[src/rtl/pwm_pkg.sv]
// Definitions shared by the PWM generator and the PWM capture block.
package pwm_pkg;
  localparam int DUTY_W = 8;

  typedef enum logic [1:0] {IDLE, ARM, MEAS} cap_state_e;

  // A quotient of exactly 2**DUTY_W (100% duty) saturates to all-ones.
  function automatic logic [DUTY_W-1:0] clamp_duty(input logic [DUTY_W:0] q);
    return q[DUTY_W] ? {DUTY_W{1'b1}} : q[DUTY_W-1:0];
  endfunction
endpackage

[src/rtl/pwm_div.sv]
// Restoring divider: quo = floor(num * 2**DUTY_W / den), one quotient bit per cycle.
// Expects num <= den, so the first bit is the integer part and the quotient fits DUTY_W+1 bits.
module pwm_div
  import pwm_pkg::*;
#(
  parameter int CNT_W = 16
) (
  input  logic             clk,
  input  logic             rst,
  input  logic             abort,
  input  logic             start,
  input  logic [CNT_W-1:0] num,
  input  logic [CNT_W-1:0] den,
  output logic             busy,
  output logic             done,
  output logic [DUTY_W:0]  quo
);
  localparam int QW = DUTY_W + 1;
  localparam logic [3:0] LAST = 4'(QW - 1);

  logic [CNT_W:0]   rem_q;
  logic [CNT_W:0]   rem_d;
  logic [CNT_W-1:0] den_q;
  logic [QW-2:0]    quo_q;
  logic [QW-1:0]    quo_d;
  logic [3:0]       cnt_q;
  logic             busy_q;
  logic             ge;
  logic [CNT_W-1:0] diff;

  always_comb begin
    ge    = rem_q >= {1'b0, den_q};
    diff  = ge ? CNT_W'(rem_q - {1'b0, den_q}) : rem_q[CNT_W-1:0];
    quo_d = {quo_q, ge};
    rem_d = {diff, 1'b0};
  end

  // The final bit is resolved combinationally so the result is usable in the last busy cycle.
  assign busy = busy_q;
  assign done = busy_q && (cnt_q == LAST);
  assign quo  = quo_d;

  always_ff @(posedge clk or posedge rst) begin
    if (rst) begin
      rem_q  <= '0;
      den_q  <= '0;
      quo_q  <= '0;
      cnt_q  <= '0;
      busy_q <= 1'b0;
    end else if (abort) begin
      busy_q <= 1'b0;
    end else if (start) begin
      rem_q  <= {1'b0, num};
      den_q  <= den;
      quo_q  <= '0;
      cnt_q  <= '0;
      busy_q <= 1'b1;
    end else if (busy_q) begin
      rem_q <= rem_d;
      quo_q <= quo_d[QW-2:0];
      cnt_q <= cnt_q + 4'd1;
      if (done) busy_q <= 1'b0;
    end
  end
endmodule

[src/rtl/pwm_capture.sv]
// Measures high time and period of pwm_in between rising edges and reports a normalised
// duty once per period; a missing rising edge for TIMEOUT cycles reports stuck-low/high.
module pwm_capture
  import pwm_pkg::*;
#(
  parameter int CNT_W       = 16,
  parameter int TIMEOUT     = 2**CNT_W - 1,
  parameter int SYNC_STAGES = 2
) (
  input  logic              clk,
  input  logic              rst,
  input  logic              en,
  input  logic              pwm_in,
  output logic [DUTY_W-1:0] duty,
  output logic [CNT_W-1:0]  high_cnt,
  output logic [CNT_W-1:0]  period_cnt,
  output logic              valid,
  output logic              stuck_lo,
  output logic              stuck_hi
);
  // Timeout fires on the cycle whose count would reach TIMEOUT, giving a TIMEOUT-cycle repeat.
  localparam logic [CNT_W-1:0] TO_LAST = CNT_W'(TIMEOUT - 1);

  logic [SYNC_STAGES-1:0] sync_q;
  logic                   s, s_d_q, rise;
  cap_state_e             state_q, state_d;
  logic [CNT_W-1:0]       per_q, per_d, high_q, high_d;
  logic [CNT_W-1:0]       win_per_q, win_high_q;
  logic                   tmo, div_start, div_busy, div_done;
  logic [DUTY_W:0]        div_quo;
  logic [DUTY_W-1:0]      duty_q;
  logic [CNT_W-1:0]       high_cnt_q, period_cnt_q;
  logic                   valid_q, stuck_lo_q, stuck_hi_q;

  assign s    = sync_q[SYNC_STAGES-1];
  assign rise = s & ~s_d_q;

  always_ff @(posedge clk or posedge rst) begin
    if (rst) begin
      sync_q <= '0;
      s_d_q  <= 1'b0;
    end else begin
      sync_q <= {sync_q[SYNC_STAGES-2:0], pwm_in};
      s_d_q  <= s;
    end
  end

  always_ff @(posedge clk or posedge rst) begin
    if (rst) begin
      state_q    <= IDLE;
      per_q      <= '0;
      high_q     <= '0;
      win_per_q  <= '0;
      win_high_q <= '0;
    end else begin
      state_q <= state_d;
      per_q   <= per_d;
      high_q  <= high_d;
      if (div_start) begin
        win_per_q  <= per_q;
        win_high_q <= high_q;
      end
    end
  end

  always_comb begin
    state_d   = state_q;
    per_d     = per_q;
    high_d    = high_q;
    div_start = 1'b0;
    tmo       = 1'b0;
    case (state_q)
      IDLE: begin
        per_d  = '0;
        high_d = '0;
        state_d = ARM;
      end
      ARM: begin
        if (rise) begin
          state_d = MEAS;
          per_d   = CNT_W'(1);
          high_d  = CNT_W'(1);
        end else if (per_q == TO_LAST) begin
          tmo    = 1'b1;
          per_d  = '0;
          high_d = '0;
        end else begin
          per_d = per_q + CNT_W'(1);
        end
      end
      MEAS: begin
        // The rise cycle opens the next window; a window closing mid-divide is dropped.
        if (rise) begin
          per_d     = CNT_W'(1);
          high_d    = CNT_W'(1);
          div_start = ~div_busy;
        end else if (per_q == TO_LAST) begin
          tmo     = 1'b1;
          state_d = ARM;
          per_d   = '0;
          high_d  = '0;
        end else begin
          per_d  = per_q + CNT_W'(1);
          high_d = high_q + CNT_W'(s);
        end
      end
      default: state_d = IDLE;
    endcase
    if (!en) begin
      state_d   = IDLE;
      per_d     = '0;
      high_d    = '0;
      div_start = 1'b0;
      tmo       = 1'b0;
    end
  end

  pwm_div #(.CNT_W(CNT_W)) u_div (
    .clk   (clk),
    .rst   (rst),
    .abort (~en),
    .start (div_start),
    .num   (high_q),
    .den   (per_q),
    .busy  (div_busy),
    .done  (div_done),
    .quo   (div_quo)
  );

  always_ff @(posedge clk or posedge rst) begin
    if (rst) begin
      duty_q       <= '0;
      high_cnt_q   <= '0;
      period_cnt_q <= '0;
      valid_q      <= 1'b0;
      stuck_lo_q   <= 1'b0;
      stuck_hi_q   <= 1'b0;
    end else begin
      valid_q <= 1'b0;
      if (tmo) begin
        valid_q      <= 1'b1;
        duty_q       <= s ? {DUTY_W{1'b1}} : '0;
        high_cnt_q   <= '0;
        period_cnt_q <= '0;
        stuck_lo_q   <= ~s;
        stuck_hi_q   <= s;
      end else if (div_done && en) begin
        valid_q      <= 1'b1;
        duty_q       <= clamp_duty(div_quo);
        high_cnt_q   <= win_high_q;
        period_cnt_q <= win_per_q;
        stuck_lo_q   <= 1'b0;
        stuck_hi_q   <= 1'b0;
      end
    end
  end

  assign duty       = duty_q;
  assign high_cnt   = high_cnt_q;
  assign period_cnt = period_cnt_q;
  assign valid      = valid_q;
  assign stuck_lo   = stuck_lo_q;
  assign stuck_hi   = stuck_hi_q;
endmodule

[config.mk]
export PLATFORM = sky130hd
export DESIGN_NAME = pwm_capture
export DESIGN_NICKNAME = d
export VERILOG_FILES = /design/src/rtl/pwm_pkg.sv /design/src/rtl/pwm_div.sv /design/src/rtl/pwm_capture.sv
export SDC_FILE = /design/constraint.sdc
export NUM_CORES = 1
export LEC_CHECK = 0
export CAP_MARGIN = 5
export CORE_ASPECT_RATIO = 1.2
export CORE_MARGIN = 3
export CORE_UTILIZATION = 64
export CTS_CLUSTER_SIZE = 30
export DETAILED_ROUTE_END_ITERATION = 12
export MAX_ROUTING_LAYER = met4
export PLACE_DENSITY = 0.91
export RECOVER_POWER = 100
export SKIP_LAST_GASP = 1
export SYNTH_ARGS = -nofsm -noshare
export SYNTH_HDL_FRONTEND = slang
export SYNTH_SLANG_ARGS = --single-unit
[constraint.sdc]
create_clock -name clk -period 7.96 [get_ports clk]
set_input_delay 2.388 -clock clk [delete_from_list [all_inputs] [get_ports clk]]
set_output_delay 2.388 -clock clk [all_outputs]
set_load 0.03 [all_outputs]
==> results_dict.tcl <==
set metrics [dict create \
    postCtsSetupBuffers 0 \
    finalMaxSlewViolations 106 \
    yosysTopAreaCellShare_pct 50.4 \
    relSlewSlack_pct -76.3 \
    cts_resized 0 \
    cap_violations 2 \
    hold_class "reg2reg" \
    seqPwrFrac_pct 38.0 \
    area_growth_pct 15.9 \
    p_sw_share_pct 33.9 \
    hpwl_mm 11.8 \
    ir_drop_uv 150 \
    clkSinkCount 142 \
    clk_pin_slew_ns 0.06 \
    ant_nets 0 \
    synth_nets 816 \
    cts-root-buf "clkbuf_16" \
    switchingPower_uw 773 \
    start_kind "input port" \
    min_period_ns 5.30 \
    hp-start "sync_q[0]" \
    worst-path-buf-inv 2 \
    syn_avg_cell_area_um2 8.98 \
    fmax_ghz 0.189 \
    power_density_nw_per_um2 279 \
    finish.utilization_pct 77.0 \
    ff2ff_path_depth 6 \
    setup_tns_ns 0 \
    grt-ovfl-total 0 \
    grt_pass1_wl_mm 28.3 \
    path_delay_family "buffers and inverters" \
    grt_start_max_net_pins 83 \
    portBuffers 46 \
    nets 854 \
    worst_r2r_endpoint "u_div.rem_q[15]" \
    start_util_pct 66.4 \
    synth-seq-cells 142 \
    netlist_area_um2 7050 \
    combPwrFrac_pct 27.1 \
    critPathArrivalTime_ns 5.62 \
    yosysWarnings 0 \
    grtUsageTotal_pct 30.6 \
    hold_violations 0 \
    synth_ff_type "dfrtp_1" \
    synthTopCellsByArea "dfrtp_1 (50%), nand2_1 (10%), o21ai_0 (6.0%)" \
    cts_htree_levels 4 \
    synth_async_sr_flop_share_pct 100 \
    status "finished, violations left" \
    layout-drive-gt1-share_pct 5.38 \
    holdPathEnd "sync_q[1]" \
    min_path_cells 0 \
    grt_pass1_vias 5805 \
    critical_path_class "in2reg" \
    synth-edff-count 0 \
    p_clk_share_pct 34.9 \
    period_share_pct 66.6 \
    r2r_setup_slack_ns 4.19 \
    first_iter_violations 453 \
    ys_top_cells_by_count "nand2_1 (190), dfrtp_1 (142), o21ai_0 (84)" \
    holdBufCountCts 0 \
    r2r-start "sync_q[1]" \
    drc 0 \
    yosysTopAreaCell "dfrtp_1" \
    end_kind "flop" \
    clock_path_buffers 2 \
    io_pins 47 \
    cts_tree "built" \
    cts_buffers 17 \
    worstPathCellList "dlygate4sd3_1 > nand3_1 > nor2_1 > clkbuf_1 > a22oi_1 > o31ai_1" \
    critical_path_required_ns 8.28 \
    via_count 6039 \
    power.internal_uw 1510 \
    yosysMostFrequentCell "nand2_1" \
    drt_wl_total_mm 17.3 \
    violations "capacitance limit, slew limit" \
    routed_via_density 6.26 \
    rsz0062_at_grt "no" \
    fp.dieH_um 121 \
    fin_skew_ns 0.00796 \
    antenna_found_initial 0 \
    ys_seq_area_share_pct 50.4 \
    die_x_um 102 \
    wl_per_cell_um 17.9 \
    worst_pin_slew_ns 2.63 \
    setup_viol 0 \
    gp_congestion 0.879 \
    rows 41 \
    num_antenna_cells 0 \
    core_area_um2 10600 \
    syn_inst 785 \
    crit_slowest_cell "nor2_1" \
    p_leak_uw 0.00389 \
    first_pass_iters 7 \
    cp_max_fo 32 \
    synth_cell_types 53 \
    clk_latency_ns 0.42 \
    dieArea_um2 12300 \
    max_stage_delay_ns 1.00 \
]
==> area by class of cell <==
cell class,count,area [um2]
flip-flops and latches,142,3550
multi-input cells,582,3260
fillers,673,2440
repair buffers,53,498
clock buffers,18,439
well taps,129,161
clock inverters,14,158
inverters,27,103
==> worst max-delay path by stage <==
stage / slack, ns / end / depth (start not counted) / from
6_report: 2.66 / u_div.rem_q[15] / 6 / en
4_1_cts: 3.35 / high_q[5] / 6 / en
5_1_grt: 2.42 / high_q[8] / 3 / rst
3_3_place_gp: 3.10 / high_q[5] / 6 / en
3_5_place_dp: 2.93 / high_q[5] / 6 / en
2_1_floorplan: 1.76 / duty[0] / 1 / rst
==> per-stage QoR <==
| stage | setup WS [ns] | total power [uW] | hold slack (ns) | instance area, um2 | instances |
|---|---|---|---|---|---|
| finish | 2.66 | 2280 | 0.357 | 8180 | 965 |
| global route | 2.42 | 2400 | 0.369 | 8180 | 965 |
| floorplan | 1.76 | 1340 | 0.331 | 7050 | 785 |
| detailed placement | 2.93 | 1470 | 0.346 | 7600 | 933 |
| global placement | 3.10 | 1440 | 0.334 | 7600 | 933 |
| CTS | 3.35 | 2280 | 0.360 | 8200 | 965 |
==> flip-flops by register name (all words and copies together), names as in the netlist <==
name	cells
high_cnt	16
high_q	16
u_div.busy	1
state_q	2
u_div.cnt_q	4
stuck_hi	1
sync_q	2
period_cnt	16
valid	1
u_div.quo_q	8
win_high_q	16
duty	8
stuck_lo	1
u_div.rem_q	17
win_per_q	16
s_d_q	1
per_q	16
==> power by group through the flow <==
| stage | logic (uW) | registers, uW | clock network [uW] |
|---|---|---|---|
| 6_report | 619 | 866 | 795 |
| 5_1_grt | 691 | 873 | 833 |
| 4_1_cts | 612 | 864 | 801 |
| 3_5_place_dp | 597 | 875 | 0 |
| 3_3_place_gp | 573 | 871 | 0 |
| 2_1_floorplan | 484 | 853 | 0 |
==> worst register-to-register path: stages, from the launching register on <==
cell and delay (ns):
dfrtp_1 0.55, nor2b_1 0.56, nand3_1 0.21, nor2_1 1.00, clkbuf_1 0.98, a22oi_1 0.24
o31ai_1 0.12
==> metal layers <==
layer	vias up	GRT usage, %	routed length (um)
li1	2794	-	-
met2	276	50.2	8790
met5	-	-	0
met3	63	5.92	948
met1	2906	37.1	6890
met4	0	12.8	673
==> layout by cell type, fill, tap and decap left out, drive strengths merged, types with 6 or more instances in the layout <==
cell type,instances
nand2,190
dfrtp,142
o21ai,85
a21oi,57
dlygate4sd3,46
nor2,44
inv,31
ha,26
nand3,23
clkbuf,22
mux2i,15
xnor2,13
and3,13
o31ai,12
or3,10
nor3,9
o211ai,8
nor2b,7
a22o,7
xor2,6
nand4,6
==> cells by family after synthesis <==
kind of cell	after synthesis	synth area share, %
buffers and inverters	61	3.50
AO/OA/AOI/OAI	201	16.8
AND/OR/NAND/NOR	318	19.6
flip-flops	142	50.4
adder cells (fa/ha/maj)	27	4.90
multiplexers	17	2.45
XOR/XNOR	19	2.36
Note: power is estimated with default switching activity, not from simulation.
